$ cat src/rtl/bsg_nasti_pkg.sv
// rtl/bsg_nasti_pkg.sv - shared bsg_host link word type and width
package bsg_nasti_pkg;

    localparam int bsg_host_width_p = 32;

    typedef struct packed {
        logic [7:0]  opcode;
        logic [23:0] payload;
    } bsg_host_t;

endpackage

$ cat src/rtl/bsg_two_fifo.sv
// rtl/bsg_two_fifo.sv - two-entry fifo with registered ready and valid
module bsg_two_fifo #(
    parameter int width_p = 32
) (
    input  logic               clk_i,
    input  logic               reset_n_i,
    output logic               ready_o,
    input  logic [width_p-1:0] data_i,
    input  logic               v_i,
    output logic               v_o,
    output logic [width_p-1:0] data_o,
    input  logic               yumi_i
);

    logic [width_p-1:0] mem_r [2];
    logic               head_r;
    logic               tail_r;
    logic [1:0]         count_r;
    logic               enq;
    logic               deq;

    // ready_o reflects stored occupancy only, so a dequeue never opens a slot in the same cycle
    assign ready_o = (count_r != 2'd2);
    assign v_o     = (count_r != 2'd0);
    assign data_o  = mem_r[head_r];
    assign enq     = v_i & ready_o;
    assign deq     = yumi_i & v_o;

    always_ff @(posedge clk_i or negedge reset_n_i) begin
        if (!reset_n_i) begin
            mem_r[0] <= '0;
            mem_r[1] <= '0;
            head_r   <= 1'b0;
            tail_r   <= 1'b0;
            count_r  <= 2'd0;
        end else begin
            if (enq) begin
                mem_r[tail_r] <= data_i;
                tail_r        <= ~tail_r;
            end
            if (deq) begin
                head_r <= ~head_r;
            end
            count_r <= count_r + 2'(enq) - 2'(deq);
        end
    end

endmodule

$ cat src/rtl/bsg_host_endpoint.sv
// rtl/bsg_host_endpoint.sv - host-side bsg_host link endpoint with credits, response buffer and fault flags
module bsg_host_endpoint
    import bsg_nasti_pkg::*;
#(
    parameter int credits_p = 4,
    parameter int timeout_p = 1024
) (
    input  logic                           clk_i,
    input  logic                           reset_n_i,
    input  logic                           cmd_v_i,
    input  logic [bsg_host_width_p-1:0]    cmd_data_i,
    output logic                           cmd_ready_o,
    output logic                           link_v_o,
    output logic [bsg_host_width_p-1:0]    link_data_o,
    input  logic                           link_ready_i,
    input  logic                           link_v_i,
    input  logic [bsg_host_width_p-1:0]    link_data_i,
    output logic                           link_ready_o,
    output logic                           resp_v_o,
    output logic [bsg_host_width_p-1:0]    resp_data_o,
    input  logic                           resp_yumi_i,
    input  logic                           clear_i,
    output logic                           timeout_o,
    output logic                           unexp_resp_o,
    output logic [$clog2(credits_p+1)-1:0] outstanding_o
);

    localparam int count_w_lp = $clog2(credits_p + 1);
    localparam int timer_w_lp = $clog2(timeout_p + 1);
    localparam logic [count_w_lp-1:0] credits_lp   = count_w_lp'(credits_p);
    localparam logic [timer_w_lp-1:0] timer_hit_lp = timer_w_lp'(timeout_p - 1);
    localparam logic [timer_w_lp-1:0] timer_sat_lp = timer_w_lp'(timeout_p);

    bsg_host_t             cmd_r;
    logic                  link_v_r;
    logic                  ready_en_r;
    logic                  timeout_r;
    logic                  unexp_r;
    logic [count_w_lp-1:0] outstanding_r;
    logic [timer_w_lp-1:0] timer_r;
    logic                  fifo_ready;
    logic                  cmd_accept;
    logic                  resp_enq;
    logic                  timer_hit;
    logic                  unexp_event;

    // ready_en_r keeps both ready outputs low through reset and releases them one cycle later
    assign cmd_ready_o   = ready_en_r & (~link_v_r | link_ready_i) & (outstanding_r < credits_lp);
    assign link_ready_o  = ready_en_r & fifo_ready;
    assign cmd_accept    = cmd_v_i & cmd_ready_o;
    assign resp_enq      = link_v_i & link_ready_o;
    assign timer_hit     = (timer_r == timer_hit_lp);
    assign unexp_event   = resp_enq & (outstanding_r == '0);

    assign link_v_o      = link_v_r;
    assign link_data_o   = cmd_r;
    assign timeout_o     = timeout_r;
    assign unexp_resp_o  = unexp_r;
    assign outstanding_o = outstanding_r;

    always_ff @(posedge clk_i or negedge reset_n_i) begin
        if (!reset_n_i) begin
            cmd_r         <= '0;
            link_v_r      <= 1'b0;
            ready_en_r    <= 1'b0;
            timeout_r     <= 1'b0;
            unexp_r       <= 1'b0;
            outstanding_r <= '0;
            timer_r       <= '0;
        end else begin
            ready_en_r <= 1'b1;
            if (cmd_accept) begin
                link_v_r <= 1'b1;
                cmd_r    <= cmd_data_i;
            end else if (link_ready_i) begin
                link_v_r <= 1'b0;
            end
            if (cmd_accept & ~resp_enq) begin
                outstanding_r <= outstanding_r + count_w_lp'(1);
            end else if (resp_enq & ~cmd_accept & (outstanding_r != '0)) begin
                outstanding_r <= outstanding_r - count_w_lp'(1);
            end
            // timer parks one past the hit value so the timeout event fires once per idle stretch
            if (resp_enq | (outstanding_r == '0)) begin
                timer_r <= '0;
            end else if (timer_r != timer_sat_lp) begin
                timer_r <= timer_r + timer_w_lp'(1);
            end
            timeout_r <= timer_hit | (timeout_r & ~clear_i);
            unexp_r   <= unexp_event | (unexp_r & ~clear_i);
        end
    end

    bsg_two_fifo #(
        .width_p(bsg_host_width_p)
    ) resp_fifo (
        .clk_i     (clk_i),
        .reset_n_i (reset_n_i),
        .ready_o   (fifo_ready),
        .data_i    (link_data_i),
        .v_i       (resp_enq),
        .v_o       (resp_v_o),
        .data_o    (resp_data_o),
        .yumi_i    (resp_yumi_i)
    );

endmodule

$ cat config.mk
export PLATFORM = sky130hd
export DESIGN_NAME = bsg_host_endpoint
export DESIGN_NICKNAME = d
export VERILOG_FILES = /design/src/rtl/bsg_nasti_pkg.sv /design/src/rtl/bsg_two_fifo.sv /design/src/rtl/bsg_host_endpoint.sv
export SDC_FILE = /design/constraint.sdc
export NUM_CORES = 1
export LEC_CHECK = 0
export CAP_MARGIN = 30
export CORE_ASPECT_RATIO = 0.9
export CORE_MARGIN = 4
export CORE_UTILIZATION = 36
export CTS_BUF_LIST = sky130_fd_sc_hd__clkbuf_16
export DETAILED_ROUTE_END_ITERATION = 16
export MAX_ROUTING_LAYER = met4
export PLACE_DENSITY = 0.64
export SLEW_MARGIN = 20
export SYNTH_ARGS = -nofsm -noshare
export SYNTH_HDL_FRONTEND = slang
export SYNTH_SLANG_ARGS = --single-unit
$ cat constraint.sdc
create_clock -name clk_i -period 5.1 [get_ports clk_i]
set_input_delay 1.02 -clock clk_i [delete_from_list [all_inputs] [get_ports clk_i]]
set_output_delay 1.02 -clock clk_i [all_outputs]
set_load 0.01 [all_outputs]
* After elaboration in Yosys (flattened, before gate mapping)
Index checks and enable logic that the tools add are counted.
Storage, ports and cells: register bits 118, output and inout bits 73
Operators by class: add/subtract/negate cells 5, magnitude comparators 4, equal/unequal tests 3, multiplexer cells 12, bitwise gates (word level) 25, reductions and logical operators 7
Operators by type and width (number):
- 2-to-1 mux 32 bit | 4
- bitwise mux 64 bit | 1
- demux 32 bit (select 1 bit) | 1
- 2-to-1 mux 11 bit | 2
- bitwise AND 1 bit | 13
- adder 11 x 1 -> 11 bit, second input constant | 1
- == test 11 x 10 -> 1 bit, second input constant | 1
- inequality test 11 bit, second input constant | 1
- nonzero test 2 bit | 4
- 2-to-1 mux 3 bit | 2
- NOT 1 bit | 6
- greater-or-equal comparator 2 bit, second input constant | 2
- NOT 1 -> 2 bit | 2
- OR 1 bit | 4
- adder 3 x 1 -> 3 bit, second input constant | 1
- zero test 3 bit | 1
- less-than comparator 3 bit, second input constant | 1
- nonzero test 3 bit | 1
- subtractor 3 x 1 -> 3 bit, second input constant | 1
- adder 2 x 1 -> 2 bit | 1
- less-than comparator 2 x 1 -> 1 bit, second input constant | 1
- 2-to-1 mux 1 bit | 2
- inequality test 2 bit, second input constant | 1
- subtractor 2 x 1 -> 2 bit | 1
- logical AND 1 bit | 1

* Longest topological paths before layout
depth after elaboration 10, depth in mapped cells 7, mapped depth without buffers 7

* Cells and area by module
Synthesis repeated with hierarchy kept, for this count alone.
Second synthesis, totals: cell total of the unflattened synthesis 355, area total of the unflattened synthesis 5577.8 um^2
By module, submodules not included:
- bsg_two_fifo | times used 1, cells an instance 189, area each 3278.1 um^2, seq. area each 1701.6 um^2
- bsg_host_endpoint | times used 1, cells an instance 166, area each 2299.7 um^2, seq. area each 1251.2 um^2

* Worst setup path before layout
OpenSTA, ideal clock, no wires.
path type input to register, from input link_ready_i, to register outstanding_r[2] (netlist: outstanding_o[2]), arrival time 2.538 ns, path slack 2.476 ns, stages 7, buffers on the path 0, cells stage by stage nand2b_1 > nand2_1 > nor2_1 > nand3_1 > fa_1 > or4_1 > o211ai_1
On the way: word-level cells in the longest chain between the ends 8
RTL lines:
- from (decl) | line bsg_host_endpoint.sv:15 | input logic link_ready_i,
- OR 1 bit * | line bsg_host_endpoint.sv:48 | assign cmd_ready_o = ready_en_r & (~link_v_r | link_ready_i) & (outstanding_r < credits_lp);
- bitwise AND 1 bit * (2 in series) | line bsg_host_endpoint.sv:48
- via cmd_ready_o | line bsg_host_endpoint.sv:12 | output logic cmd_ready_o,
- bitwise AND 1 bit * | line bsg_host_endpoint.sv:50 | assign cmd_accept = cmd_v_i & cmd_ready_o;
- NOT 1 bit | line bsg_host_endpoint.sv:80 | end else if (resp_enq & ~cmd_accept & (outstanding_r != '0)) begin
- bitwise AND 1 bit (2 in series) | line bsg_host_endpoint.sv:80
- nonzero test 2 bit (no line)
- to (signal assigned) | line bsg_host_endpoint.sv:79 | outstanding_r <= outstanding_r + count_w_lp'(1);
- to (signal assigned) | line bsg_host_endpoint.sv:81 | outstanding_r <= outstanding_r - count_w_lp'(1);
- to (decl) | line bsg_host_endpoint.sv:39 | logic [count_w_lp-1:0] outstanding_r;
Mark *: on every way through the listed nets, which the timed path passes. The rest lies on a longest branch. A chain may end at the register's enable or synchronous reset.

* Worst setup path after layout
from input link_ready_i, to output cmd_ready_o
On the way: word-level cells in the longest chain between the ends 3
RTL lines (line):
- OR 1 bit | bsg_host_endpoint.sv:48
- bitwise AND 1 bit (2 in series) | bsg_host_endpoint.sv:48
- to (decl) | bsg_host_endpoint.sv:12
Every way passes these cells.

==> results.toml <==
[worst_setup_path]
arrival_ns = 2.53
reg2reg_depth = 4
r2r_setup_slack_ns = 3.05
required_ns = 4.08
worst_setup_path_start_kind = "primary input"
critPathMaxFanout = 4
regToRegEndpoint = "outstanding_o[1]"
crit_path_end_kind = "primary output"
crit_type = "primary input to primary output"
reg2reg_from = "link_v_o"

[status]
outcome = "complete, no violations"

[worst_hold_path]
min_from = "resp_fifo.mem_r[35]"
holdCritPathClass = "register to register"
hold_depth = 1
hold_path_end = "resp_fifo.mem_r[35]"

[timing]
rsz0062_at_grt = "false"
max_freq_mhz = 282
fin_worst_skew_ns = 0.00854
hold_viol_final = 0
maxSlewHeadroom_pct = 57.2
worst_pin_slew_ns = 0.642
fin_hold_ws_ns = 0.493
min_period_ns = 3.55
fin_crit_sh_pct = 69.6
tns_ns = 0
slew_violations = 0
setup_violations = 0

[routing]
wl_mm = 11.4
wl_per_cell_um = 16.1
vias_per_cell = 4.64
vias = 3270
drt_iter0_markers = 119
drc = 0
firstDrtPassIters = 3
ant_nets = 0

[power_and_ir_drop]
swShare_pct = 28.8
clockPowerShare_pct = 22.1
seqPwrFrac_pct = 35.4
power_switching_mw = 1.33
power_mw = 4.62
p_per_area_nw_per_um2 = 629
power_frac_comb_pct = 42.5
intPower_mw = 3.29
p_leak_nw = 3.24
vdd_drop_max_uv = 356

[logic_synthesis]
synth_cells = 346
synthAdderAreaFrac_pct = 1.35
synth-edff-count = 0
synth_top_area_cell = "dfrtp_1"
syn_area_sq_um = 5170
synth_nets = 422
synth_seq_cells = 118
async_flop_share_pct = 100
ys.flop_type = "dfrtp_1"
ys_warn_count = 0
synth_top_family_by_area = "multiplexers"
muxShareOfSynthArea_pct = 30.8
synth_compound_gate_area_share_pct = 0.677
yosys.area.top_type_share_pct = 57.1
syn_avg_cell_area_sq_um = 14.9
ys_seq_area_share_pct = 57.1
synth_cell_types = 37
synth-xor-area-share_pct = 2.37
synthSimpleGateAreaFrac_pct = 5.35
ys_top_cells_by_area = "dfrtp_1, mux2_2, mux2_4"

[floorplanning]
num_rows = 41
core_area_sq_um = 14100
dieArea_sq_um = 16300
start_util_pct = 36.8
pin_count = 144
fp.dieH_um = 122
chipWidth_um = 134

[cts]
post_cts_buffers = 0
htreeDepth = 4
cts_resized = 0
insertion_delay_ns = 0.41
clock_path_buffers = 2
hold_buffers = 0
clock-sinks = 118
root_buffer = "clkbuf_16"
cts_tree = "done"
clk_pin_slew_worst_paths_ns = 0.05
cts_buffers = 17

[cells_and_area]
ff_latch_area_sq_um = 2950
fin_cells = 705
final_nets = 577
multiInputGateArea_sq_um = 2100
syn_to_final_growth_pct = 42.2
antennaDiodeCount = 0
layout_common_cells = "clkdlybuf4s50_1, dfrtp_1, mux2_2, mux2_4, clkbuf_16"
final_common_cell = "clkdlybuf4s50_1"
fillers = 1234
drive_gt1_share_pct = 31.6
final_util_pct = 52.3

[global_route]
antenna_found_initial = 0
use_met1_pct = 19.5
grt_pass1_vias = 3673
top_usage_layer = "met2"
overflow = 0
use_met3_pct = 5.78
grt_pass1_wl_mm = 18.7
grt_max_degree = 57
grt_use_met2_pct = 22.0
grt_util_all_layers_pct = 15.1

[placed_design]
place_congestion = 0.770
hpwl_mm = 8.00
port_buffers = 143
placed_cells = 675

[run]
cap_violations = 0
[per-layer routing]
metal  up-vias  share of wire, %
met2        99                47
met4         0               1.3
met1      1636                45
met3        13               6.4
met5         -                 0
li1       1522                 -
[sequential cells by signal (all words and copies together), names as in the netlist]
| register | count |
|---|---|
| link_data_o | 32 |
| link_v_o | 1 |
| outstanding_o | 3 |
| ready_en_r | 1 |
| resp_fifo.count_r | 2 |
| resp_fifo.head_r | 1 |
| resp_fifo.mem_r | 64 |
| resp_fifo.tail_r | 1 |
| timeout_o | 1 |
| timer_r | 11 |
| unexp_resp_o | 1 |
[cell type report]
class / instances / share of cell area, %
clock buffers: 17 / 5.78
clock inverters: 13 / 1.05
inverters: 9 / 0.459
multi-input cells: 206 / 28.6
flip-flops and latches: 118 / 40.1
well taps: 193 / 3.28
repair buffers: 149 / 20.7
[critical path: stages]
cell and delay, ns:
clkdlybuf4s50_1 0.46, nand2b_1 0.22, nand2_1 0.09, nor2_1 0.16, clkdlybuf4s50_1 0.58
[cells in the mapped netlist (2+ instances only)]
cell type	number
a21oi_1	2
and2_1	2
buf_2	3
buf_4	3
buf_6	3
clkbuf_1	4
dfrtp_1	118
ha_1	4
inv_1	8
mux2_2	98
mux2_4	31
nand2_1	8
nand2b_1	2
nand3_1	8
nand4_1	2
nor2_1	13
nor3_1	4
nor4_1	2
xnor2_1	11
xor2_1	3
[per-stage QoR]
step                cell area (sq um)  setup WS [ns]
CTS                              7360           1.55
finish                           7360           1.55
detailed placement               6850           1.57
floorplan                        5170           2.48
global route                     7360           1.50
global placement                 6780           1.66
[power groups by stage]
stage,Clock (mW),Sequential [mW],Combinational [mW]
CTS,1.06,1.64,2.00
detailed placement,0,1.65,1.99
floorplan,0,1.63,1.03
finish,1.02,1.64,1.97
global route,1.10,1.69,2.12
global placement,0,1.64,1.92
[cell families (layout without fill, tap and decap cells)]
kind of cell               count (synthesis)  after routing
DFF                                      118            118
AOI/OAI and AO/OA                          5              5
muxes                                    131            131
buffers and inverters                     22            188
xor gates and xnor gates                  14             14
adders and majority gates                  5              5
and+or+nand+nor                           50             50
other                                      1              1
[how the worst max path moves through the flow]
stage	startpoint	end	cells after the start
after global placement	link_ready_i	cmd_ready_o	5
final	link_ready_i	cmd_ready_o	5
after floorplan	link_ready_i	outstanding_o[2]	7
after detailed placement	link_ready_i	cmd_ready_o	5
after global routing	link_ready_i	cmd_ready_o	5
after CTS	link_ready_i	cmd_ready_o	5
(Power assumes the default switching activity.)
